<file path="config.mk">
export PLATFORM = sky130hd
export DESIGN_NAME = jam_cost_server_flat
export DESIGN_NICKNAME = d
export VERILOG_FILES = /design/src/rtl/jam_cost_server_if.sv /design/src/rtl/jam_cost_server.sv /design/src/flat_wrapper.sv
export SDC_FILE = /design/constraint.sdc
export NUM_CORES = 1
export LEC_CHECK = 0
export ABC_CLOCK_PERIOD_IN_PS = 3900
export BUFFER_PORTS_ARGS = -buffer_cell sky130_fd_sc_hd__clkbuf_2
export CAP_MARGIN = 20
export CORE_MARGIN = 1
export CORE_UTILIZATION = 54
export DETAILED_ROUTE_END_ITERATION = 7
export PLACE_DENSITY = 0.78
export SETUP_SLACK_MARGIN = 0.4
export SLEW_MARGIN = 20
export SYNTH_ARGS = -nofsm -noshare
export SYNTH_HDL_FRONTEND = slang
export SYNTH_SLANG_ARGS = --single-unit
</file>
<file path="constraint.sdc">
create_clock -name CLK -period 3.9 [get_ports CLK]
set_input_delay 0.39 -clock CLK [delete_from_list [all_inputs] [get_ports CLK]]
set_output_delay 0.39 -clock CLK [all_outputs]
set_load 0.05 [all_outputs]
</file>
<file path="src/rtl/jam_cost_server_if.sv">
// Cost-table load handshake between the table source and jam_cost_server.
interface jam_cost_server_if;
  logic       load_valid;
  logic [6:0] load_data;
  logic       load_ready;

  modport master (output load_valid, output load_data, input load_ready);
  modport slave  (input load_valid, input load_data, output load_ready);
endinterface

</file>
<file path="src/rtl/jam_cost_server.sv">
// Cost table server for the JAM assignment engine: loads a 64-entry cost table,
// serves Cost for {W,J} combinationally, then captures the engine's final result.
module jam_cost_server #(
  parameter logic [19:0] SERVE_MAX = 20'hFFFFF
) (
  input  logic                 CLK,
  input  logic                 RST,
  jam_cost_server_if.slave     load,
  input  logic [2:0]           W,
  input  logic [2:0]           J,
  output logic [6:0]           Cost,
  input  logic [9:0]           MinCost,
  input  logic [3:0]           MatchCount,
  input  logic                 Valid,
  output logic                 serving,
  output logic                 result_valid,
  output logic [9:0]           result_min,
  output logic [3:0]           result_count,
  output logic [19:0]          serve_cycles,
  output logic                 proto_err
);

  typedef enum logic [1:0] {LOAD, SERVE, DONE} state_t;

  state_t     state;
  logic [5:0] load_idx;
  logic [6:0] cost_tbl [64];

  // Table contents survive reset; only the load pointer restarts.
  always_ff @(posedge CLK) begin
    if (!RST && state == LOAD && load.load_valid)
      cost_tbl[load_idx] <= load.load_data;
  end

  always_ff @(posedge CLK) begin
    if (RST) begin
      state           <= LOAD;
      load_idx        <= '0;
      load.load_ready <= 1'b1;
      serving         <= 1'b0;
      result_valid    <= 1'b0;
      result_min      <= '0;
      result_count    <= '0;
      serve_cycles    <= '0;
      proto_err       <= 1'b0;
    end else begin
      case (state)
        LOAD: begin
          if (Valid)
            proto_err <= 1'b1;
          if (load.load_valid) begin
            load_idx <= load_idx + 6'd1;
            if (load_idx == 6'd63) begin
              state           <= SERVE;
              load.load_ready <= 1'b0;
              serving         <= 1'b1;
            end
          end
        end
        SERVE: begin
          if (serve_cycles != SERVE_MAX)
            serve_cycles <= serve_cycles + 20'd1;
          if (Valid) begin
            result_min   <= MinCost;
            result_count <= MatchCount;
            result_valid <= 1'b1;
            state        <= DONE;
          end
        end
        DONE: begin
        end
        default: begin
          state <= LOAD;
        end
      endcase
    end
  end

  // serving is a registered copy of (state != LOAD), so it gates the read.
  always_comb begin
    Cost = '0;
    if (serving)
      Cost = cost_tbl[{W, J}];
  end

endmodule

</file>
<file path="src/flat_wrapper.sv">
// flat-port wrapper written by rule: the top's interface ports become plain ports
module jam_cost_server_flat 
#(
  parameter logic [19:0] SERVE_MAX = 20'hFFFFF
)
  (CLK, RST, W, J, Cost, MinCost, MatchCount, Valid, serving, result_valid, result_min, result_count, serve_cycles, proto_err, load_load_valid, load_load_data, load_load_ready);
  jam_cost_server_if load_i ();
  input  logic CLK;
  input  logic RST;
  input  logic [2:0] W;
  input  logic [2:0] J;
  output logic [6:0] Cost;
  input  logic [9:0] MinCost;
  input  logic [3:0] MatchCount;
  input  logic Valid;
  output logic serving;
  output logic result_valid;
  output logic [9:0] result_min;
  output logic [3:0] result_count;
  output logic [19:0] serve_cycles;
  output logic proto_err;
  input wire logic [$bits(load_i.load_valid)-1:0] load_load_valid;
  input wire logic [$bits(load_i.load_data)-1:0] load_load_data;
  output wire logic [$bits(load_i.load_ready)-1:0] load_load_ready;
  assign load_i.load_valid = load_load_valid;
  assign load_i.load_data = load_load_data;
  assign load_load_ready = load_i.load_ready;
  jam_cost_server #(.SERVE_MAX(SERVE_MAX)) u_core (.CLK(CLK), .RST(RST), .load(load_i), .W(W), .J(J), .Cost(Cost), .MinCost(MinCost), .MatchCount(MatchCount), .Valid(Valid), .serving(serving), .result_valid(result_valid), .result_min(result_min), .result_count(result_count), .serve_cycles(serve_cycles), .proto_err(proto_err));
endmodule
</file>
==> impl_table.tex, run 1 <==
\begin{tabular}{lr}
\hline
Metric & Value \\
\hline
\multicolumn{2}{l}{\textbf{Cells and area}} \\
\quad Synth-to-layout area growth & 12.53\% \\
\quad Share of final-layout standard cells stronger than drive strength 1 & 0.2553 \\
\quad Fill cell total of the finished layout & 2476 \\
\quad Post-Route Utilization & 0.6177 \\
\quad Inserted Diodes & 0 \\
\quad Number of non-filler instances in the completed layout & 1632 \\
\quad Final Net Count & 1168 \\
\quad Fin area & 21970 um2 \\
\multicolumn{2}{l}{\textbf{Critical path}} \\
\quad Cells along the critical path & buf\_6 > buf\_12 > mux4\_1 > mux4\_2 > nand2b\_1 > a31o\_2 > clkbuf\_2 \\
\quad Critical register-to-register path startpoint & u\_core.state[1] \\
\quad Source of the critical timing path & J[0] \\
\quad CP max stage delay & 0.62 ns \\
\quad Critical Path Fanout Max & 36 \\
\quad Startpoint class of the critical path & input pin \\
\quad Critical Path Slowest Stage Cell & mux4\_1 \\
\quad Worst setup path class & in2out \\
\quad Critical path capture point type & primary output \\
\quad Crit path required time & 3.51 ns \\
\quad Signal arrival time at the worst endpoint & 2.75 ns \\
\multicolumn{2}{l}{\textbf{Timing}} \\
\quad Count of final max-slew check failures & 0 \\
\quad Slew margin rel. & 0.2547 \\
\quad Number of failing setup endpoints in the final timing report & 0 \\
\quad Final worst path period need & 3.145 ns \\
\quad Count of endpoints failing hold in the final timing report & 0 \\
\quad RSZ-0062 raised after global routing & false \\
\quad Fraction of the cycle the final worst path needs & 0.8063 \\
\quad Slew at the pin closest to its max-slew limit & 1.116 ns \\
\quad Setup skew after layout & 0.01949 ns \\
\quad Max Clock Freq & 318.0 MHz \\
\quad Final Worst Setup Slack & 0.7554 ns \\
\quad Total negative slack for setup checks & 0 ns \\
\multicolumn{2}{l}{\textbf{Worst hold path}} \\
\quad Classification of the worst-slack hold path & in2reg \\
\quad Source of the worst hold timing path & MinCost[7] \\
\multicolumn{2}{l}{\textbf{Logic synthesis}} \\
\quad Share of synthesized cell area in and, or, nand and nor gates & 0.05447 \\
\quad Largest family of logic cells by synthesized area & multiplexers \\
\quad Fraction of the mapped netlist area in adder cells & 0.001282 \\
\quad Synth async-reset ratio & 0 \\
\quad Number of nets produced by synthesis & 1064 \\
\quad Number of enable-type register cells in the synthesized netlist & 448 \\
\quad Count of yosys warnings during synthesis & 0 \\
\quad Main synth FF type & edfxtp\_1 \\
\quad Xor/xnor cell area share of the yosys netlist & 0.008523 \\
\quad Sequential fraction of the synthesis area & 0.7362 \\
\quad Unique cell type count in the Yosys netlist & 55 \\
\quad Proportion of synthesized area in mux cells & 0.1576 \\
\quad Cell Area, Synth & 19520 um2 \\
\quad Post-Syn Area per Cell & 18.94 um2 \\
\quad Post-synthesis register bit count & 494 \\
\quad Cell count after synthesis & 1031 \\
\quad Compound-cell area share of the yosys netlist & 0.02627 \\
\multicolumn{2}{l}{\textbf{Route}} \\
\quad DRC violation count after routing & 0 \\
\quad Sum of routed wire length over all layers & 42400 um \\
\quad Mean number of vias per cell & 6.237 \\
\quad Number of design-rule violations left by the first detailed-router iteration & 1255 \\
\quad Total vias in the final route & 10180 \\
\quad Number of routed nets with antenna violations & 0 \\
\quad Initial DRT Pass Iterations & 5 \\
\quad Routed WL per cell & 25.98 um \\
\multicolumn{2}{l}{\textbf{GRT}} \\
\quad M2 GR Usage & 0.3791 \\
\quad Pin count of the biggest net entering global routing & 65 \\
\quad Global router's overall resource usage & 0.2375 \\
\quad Residual overflow from global routing & 0 \\
\quad Global routing met1 resource utilization & 0.3306 \\
\quad Wire length of the first global-routing pass & 63290 um \\
\quad Met3 capacity usage during global routing & 0.04641 \\
\quad Number of antenna violations at the first check in global routing & 0 \\
\quad Via count of the first global-routing pass & 10330 \\
\quad Busiest metal layer after global routing & met2 \\
\multicolumn{2}{l}{\textbf{Die}} \\
\quad Initial core utilization & 0.5489 \\
\quad Die span in x & 192.2 um \\
\quad Die outline area & 36920 um2 \\
\quad Die Y-Extent & 192.2 um \\
\quad Core Footprint & 35570 um2 \\
\quad Floorplan row count & 69 \\
\quad Boundary Pins & 76 \\
\multicolumn{2}{l}{\textbf{Job}} \\
\quad Max capacitance violation total & 0 \\
\multicolumn{2}{l}{\textbf{Power and ir drop}} \\
\quad Power per Cell Area & 478.0 nW/um2 \\
\quad Maximum ir drop on the vdd rail & 334.7 uV \\
\quad Leakage power of the design & 7.142 nW \\
\multicolumn{2}{l}{\textbf{CTS}} \\
\quad Maximum root-to-sink buffer count & 3 \\
\quad H-tree levels & 2 \\
\quad Count of buffers added by post-CTS timing repair for setup & 0 \\
\quad Clk root buf & clkbuf\_16 \\
\quad CTS clock-pin slew for the worst setup and hold paths & 0.06 ns \\
\quad TritonCTS clock tree & yes \\
\quad Worst-Skew Late Latency & 0.57 ns \\
\quad Post-CTS Resized & 0 \\
\quad Number of hold buffers added after CTS & 0 \\
\quad Clock sinks & 494 \\
\quad Clock buffers created by TritonCTS & 47 \\
\multicolumn{2}{l}{\textbf{Place}} \\
\quad Post-Place Setup Slack & 0.7266 ns \\
\quad Number of cells in the design after placement & 1547 \\
\quad Cell area after placement & 20530 um2 \\
\quad PortBufs & 75 \\
\quad Final weighted congestion in routability-driven placement & 0.8662 \\
\quad HPWL reported at the end of detailed placement & 25880 um \\
\multicolumn{2}{l}{\textbf{Run status}} \\
\quad Result of the run & finished, final reports clean \\
\hline
\end{tabular}
-- logic make-up (layout without fill, tap and decap cells) --
logic type	Yosys count	count (layout)
AO/OA/AOI/OAI	78	78
XOR/XNOR	19	19
adder cells (fa/ha/maj)	2	2
buffers and inverters	58	198
flip-flops	494	494
multiplexers	152	152
AND/OR/NAND/NOR	228	228
-- worst max-delay path, delay by kind of cell --
| family | cells | cell delay (ns) |
|---|---|---|
| AND/OR/NAND/NOR | 1 | 0.18 |
| AO/OA/AOI/OAI | 1 | 0.27 |
| multiplexers | 2 | 1.11 |
| buffers and inverters | 3 | 0.80 |
-- power by group --
group	internal [mW]	switching, mW	total [mW]
Sequential	5.78	0.00627	5.78
Clock	2.39	1.87	4.27
Combinational	0.177	0.274	0.451
-- through the flow --
stage	power, mW	hold slack (ns)
after floorplan	6.158	0.4720
after global placement	6.335	0.4389
after detailed placement	6.348	0.4492
after CTS	10.55	0.02595
after global routing	10.77	0.04618
final	10.50	0.04430
-- routing by layer --
layer,vias up,routed length [um]
met1,5194,17030
li1,4371,-
met2,536,20480
met5,-,0
met3,77,3725
met4,0,1154
-- registers in the layout, indices dropped and copies added, names as in the netlist --
register                flops
u_core.serve_cycles        20
u_core.load_idx             6
u_core.state                2
u_core.load.load_ready      1
u_core.result_valid         1
u_core.cost_tbl           448
u_core.result_min          10
u_core.result_count         4
u_core.serving              1
u_core.proto_err            1
-- layout by cell type, fill, tap and decap left out, drive strengths merged, types with 3 or more instances in the layout --
master,instances
buf,38
mux2,12
mux2i,22
clkinv,9
and2,4
edfxtp,448
and3,6
dfxtp,46
xnor2,3
o21ai,8
nor2,83
or2,5
nand2,59
inv,6
nor3,21
o221ai,5
a21oi,26
o2111ai,5
nor2b,4
clkbuf,145
o22ai,6
and4,4
xor2,16
o211ai,8
or3,3
nand3,16
nand2b,9
a22oi,5
mux4,118
nand3b,4
-- final timing paths --
path         slack (ns)  cells past startpoint                     to
min reg2reg        0.46                      2   u_core.result_min[3]
max                0.76                      7                Cost[0]
max reg2reg        0.99                      5  u_core.cost_tbl[8][0]
min                0.04                      3   u_core.result_min[7]
-- cells in the mapped netlist, types with 9 or more instances --
cell	count	area (um2)
a21oi_1	26	130.1
nand2b_1	9	56.30
xor2_1	16	140.1
buf_2	12	60.06
nor2_1	83	311.6
mux4_1	17	446.7
mux2_2	12	135.1
nand2_1	59	221.5
buf_4	9	67.56
nor3_1	21	105.1
nand3_1	16	80.08
dfxtp_1	46	920.9
mux2i_1	22	220.2
edfxtp_1	448	13450
mux4_2	101	2275
clkbuf_1	28	105.1
-- area by class of cell --
cell class / count / area (um2) / area share
Multi-Input combinational cell: 479 / 4855 / 0.2210
Inverter: 3 / 11.26 / 0.0005125
Clock inverter: 12 / 76.32 / 0.003474
Sequential cell: 494 / 14370 / 0.6542
Timing Repair Buffer: 110 / 724.4 / 0.03297
Tap cell: 461 / 576.8 / 0.02625
Clock buffer: 73 / 1354 / 0.06162
No activity file was read; power rests on OpenSTA's default activity.
==> run 2: changes to the inputs <==
--- a/config.mk
+++ b/config.mk
@@ -5,13 +5,13 @@
 export SDC_FILE = /design/constraint.sdc
 export NUM_CORES = 1
 export LEC_CHECK = 0
-export ABC_CLOCK_PERIOD_IN_PS = 3900
+export ABC_CLOCK_PERIOD_IN_PS = 2700
 export BUFFER_PORTS_ARGS = -buffer_cell sky130_fd_sc_hd__clkbuf_2
 export CAP_MARGIN = 20
 export CORE_MARGIN = 1
 export CORE_UTILIZATION = 54
 export DETAILED_ROUTE_END_ITERATION = 7
-export PLACE_DENSITY = 0.78
+export PLACE_DENSITY = 0.81
 export SETUP_SLACK_MARGIN = 0.4
 export SLEW_MARGIN = 20
 export SYNTH_ARGS = -nofsm -noshare
==> constraint.sdc (replaced) <==
create_clock -name CLK -period 2.7 [get_ports CLK]
set_input_delay 0.27 -clock CLK [delete_from_list [all_inputs] [get_ports CLK]]
set_output_delay 0.27 -clock CLK [all_outputs]
set_load 0.05 [all_outputs]
==> run 2 against run 1 <==
Against the previous run: the flow now finishes with violations (negative setup slack); setup slack worse by 0.89 ns; non-clock buffer count up 108; flip-flop and latch count unchanged; final area up 5.8%; sequential share of layout area down 3.6 points; clock-buffer cell count down 13; die area unchanged; utilization up 3.6 points; sequential power up 44%; clock skew about the same; via count up 6.8%.
==> impl_table.tex, run 2 (same netlist as run 1, synthesis figures left out) <==
\begin{tabular}{lr}
\hline
Metric & Value \\
\hline
\multicolumn{2}{l}{\textbf{Die}} \\
\quad Core Footprint & 35570 um2 \\
\quad Boundary Pins & 76 \\
\quad Initial core utilization & 0.5489 \\
\quad Die span in x & 192.2 um \\
\quad Die Y-Extent & 192.2 um \\
\quad Die outline area & 36920 um2 \\
\quad Floorplan row count & 69 \\
\multicolumn{2}{l}{\textbf{Critical path}} \\
\quad Critical Path Slowest Stage Cell & mux4\_2 \\
\quad Crit path required time & 2.43 ns \\
\quad Critical Path Fanout Max & 1 \\
\quad Cells along the critical path & mux4\_2 > mux2\_2 > o22ai\_1 > a221oi\_2 > a31o\_4 > buf\_8 \\
\quad Critical path capture point type & primary output \\
\quad Worst setup path class & reg2out \\
\quad Signal arrival time at the worst endpoint & 2.56 ns \\
\quad Critical path buffer and inverter count & 1 \\
\quad Startpoint class of the critical path & register \\
\quad Kind of cell adding the most delay to the critical path & multiplexers \\
\quad CP max stage delay & 0.47 ns \\
\multicolumn{2}{l}{\textbf{GRT}} \\
\quad Pin count of the biggest net entering global routing & 65 \\
\quad Via count of the first global-routing pass & 10990 \\
\quad Number of antenna violations at the first check in global routing & 0 \\
\quad Global router's overall resource usage & 0.2515 \\
\quad Wire length of the first global-routing pass & 66890 um \\
\quad Residual overflow from global routing & 0 \\
\multicolumn{2}{l}{\textbf{Route}} \\
\quad Total vias in the final route & 10880 \\
\quad Number of design-rule violations left by the first detailed-router iteration & 1138 \\
\quad Sum of routed wire length over all layers & 45110 um \\
\quad Number of routed nets with antenna violations & 0 \\
\quad Initial DRT Pass Iterations & 5 \\
\quad DRC violation count after routing & 0 \\
\quad Mean number of vias per cell & 6.225 \\
\quad Routed WL per cell & 25.82 um \\
\multicolumn{2}{l}{\textbf{CTS}} \\
\quad TritonCTS clock tree & yes \\
\quad Maximum root-to-sink buffer count & 3 \\
\quad CTS clock-pin slew for the worst setup and hold paths & 0.06 ns \\
\quad Clk root buf & clkbuf\_16 \\
\quad Worst-Skew Late Latency & 0.59 ns \\
\quad Clock sinks & 494 \\
\quad Clock buffers created by TritonCTS & 49 \\
\quad H-tree levels & 2 \\
\multicolumn{2}{l}{\textbf{Cells and area}} \\
\quad Top flop regs & u\_core.cost\_tbl (448), u\_core.serve\_cycles (20), u\_core.result\_min (10) \\
\quad Commonest non-fill, non-tap cell in the layout & edfxtp\_1 \\
\quad Synth-to-layout area growth & 19.04\% \\
\quad Sequential Area & 14380 um2 \\
\quad Inserted Diodes & 0 \\
\quad Number of non-filler instances in the completed layout & 1747 \\
\quad Multi-input gate area & 4982 um2 \\
\quad Flip-flop count of the largest register after layout & 448 \\
\quad Final Net Count & 1278 \\
\quad Commonest non-fill, non-tap cells in the layout & 448 x edfxtp\_1, 117 x buf\_4, 107 x mux4\_2 \\
\quad Fin area & 23240 um2 \\
\quad Fill cell total of the finished layout & 2280 \\
\quad Register ranked first by flip-flop count & u\_core.cost\_tbl \\
\quad Share of final-layout standard cells stronger than drive strength 1 & 0.3367 \\
\multicolumn{2}{l}{\textbf{Power and ir drop}} \\
\quad Leakage power of the design & 7.805 nW \\
\quad Maximum ir drop on the vdd rail & 654.7 uV \\
\quad Power per Cell Area & 679.1 nW/um2 \\
\multicolumn{2}{l}{\textbf{Timing}} \\
\quad Max Clock Freq & 352.8 MHz \\
\quad Count of final max-slew check failures & 0 \\
\quad Fraction of the cycle the final worst path needs & 1.050 \\
\quad RSZ-0062 raised after global routing & true \\
\quad Final Worst Setup Slack & -0.1344 ns \\
\quad Final worst path period need & 2.834 ns \\
\quad Count of endpoints failing hold in the final timing report & 0 \\
\quad Slew at the pin closest to its max-slew limit & 0.9606 ns \\
\quad Setup skew after layout & 0.01938 ns \\
\quad Number of failing setup endpoints in the final timing report & 6 \\
\quad WHS & 0.1951 ns \\
\quad Slew margin rel. & 0.3573 \\
\quad Total negative slack for setup checks & -0.5361 ns \\
\multicolumn{2}{l}{\textbf{Place}} \\
\quad Post-Place Setup Slack & 0.05955 ns \\
\quad Final weighted congestion in routability-driven placement & 0.9776 \\
\quad Cell area after placement & 21290 um2 \\
\quad PortBufs & 75 \\
\quad HPWL reported at the end of detailed placement & 28670 um \\
\quad Number of cells in the design after placement & 1637 \\
\multicolumn{2}{l}{\textbf{Run status}} \\
\quad Failing checks & negative setup slack \\
\quad Result of the run & finished, violations left \\
\multicolumn{2}{l}{\textbf{Worst hold path}} \\
\quad Classification of the worst-slack hold path & in2reg \\
\multicolumn{2}{l}{\textbf{Job}} \\
\quad Max capacitance violation total & 0 \\
\hline
\end{tabular}
==> run 2: layout make-up <==
| type | count | area share |
|---|---|---|
| multi-input combinational | 479 | 0.2144 |
| clock inverter | 32 | 0.01163 |
| timing repair buffer | 218 | 0.07386 |
| sequential | 494 | 0.6185 |
| clock buffer | 60 | 0.05636 |
| tap | 461 | 0.02482 |
| inverter | 3 | 0.0004845 |
==> run 2: routing by layer <==
layer | vias up | GRT usage | routed length [um]
met5 | - | 0 | 0
met4 | 0 | 0.08964 | 1240
met3 | 98 | 0.05299 | 4396
met2 | 647 | 0.4105 | 22110
met1 | 5522 | 0.3361 | 17360
li1 | 4608 | - | -
==> run 2: path summary, 6_finish.rpt <==
check,startpoint,to,slack [ns],cells after the start
setup / recovery,u_core.cost_tbl[34][0],Cost[0],-0.13,6
hold / removal,load_load_data[3],u_core.cost_tbl[41][3],0.20,1
setup reg to reg,u_core.state[1],u_core.cost_tbl[20][0],0.53,5
hold reg to reg,u_core.load.load_ready,u_core.load.load_ready,0.46,1
==> run 2: through the flow <==
stage	util	total power [mW]
final	0.6534	15.78
after global routing	0.6534	16.18
after CTS	0.6520	15.85
after detailed placement	0.5985	9.229
after global placement	0.5985	9.204
after floorplan	-	8.905
==> run 2: power by group <==
part / switching, mW / internal (mW)
clock: 2.83 / 3.84
sequential: 0.00952 / 8.34
combinational: 0.431 / 0.326
==> run 2: what timing repair did <==
item,in CTS,in global routing
setup buffers,2,0
resized for setup,34,17
hold buffers,16,0
pin swaps,7,5
endpoints found under the setup margin,103,150
endpoints found under the hold margin,17,0
==> run 2: worst reg2reg max path, delay by kind of cell (launching register included) <==
kind	cells	cell delay, ns
buffers and inverters	1	0.22
and+or+nand+nor	4	1.33
DFF	1	0.33
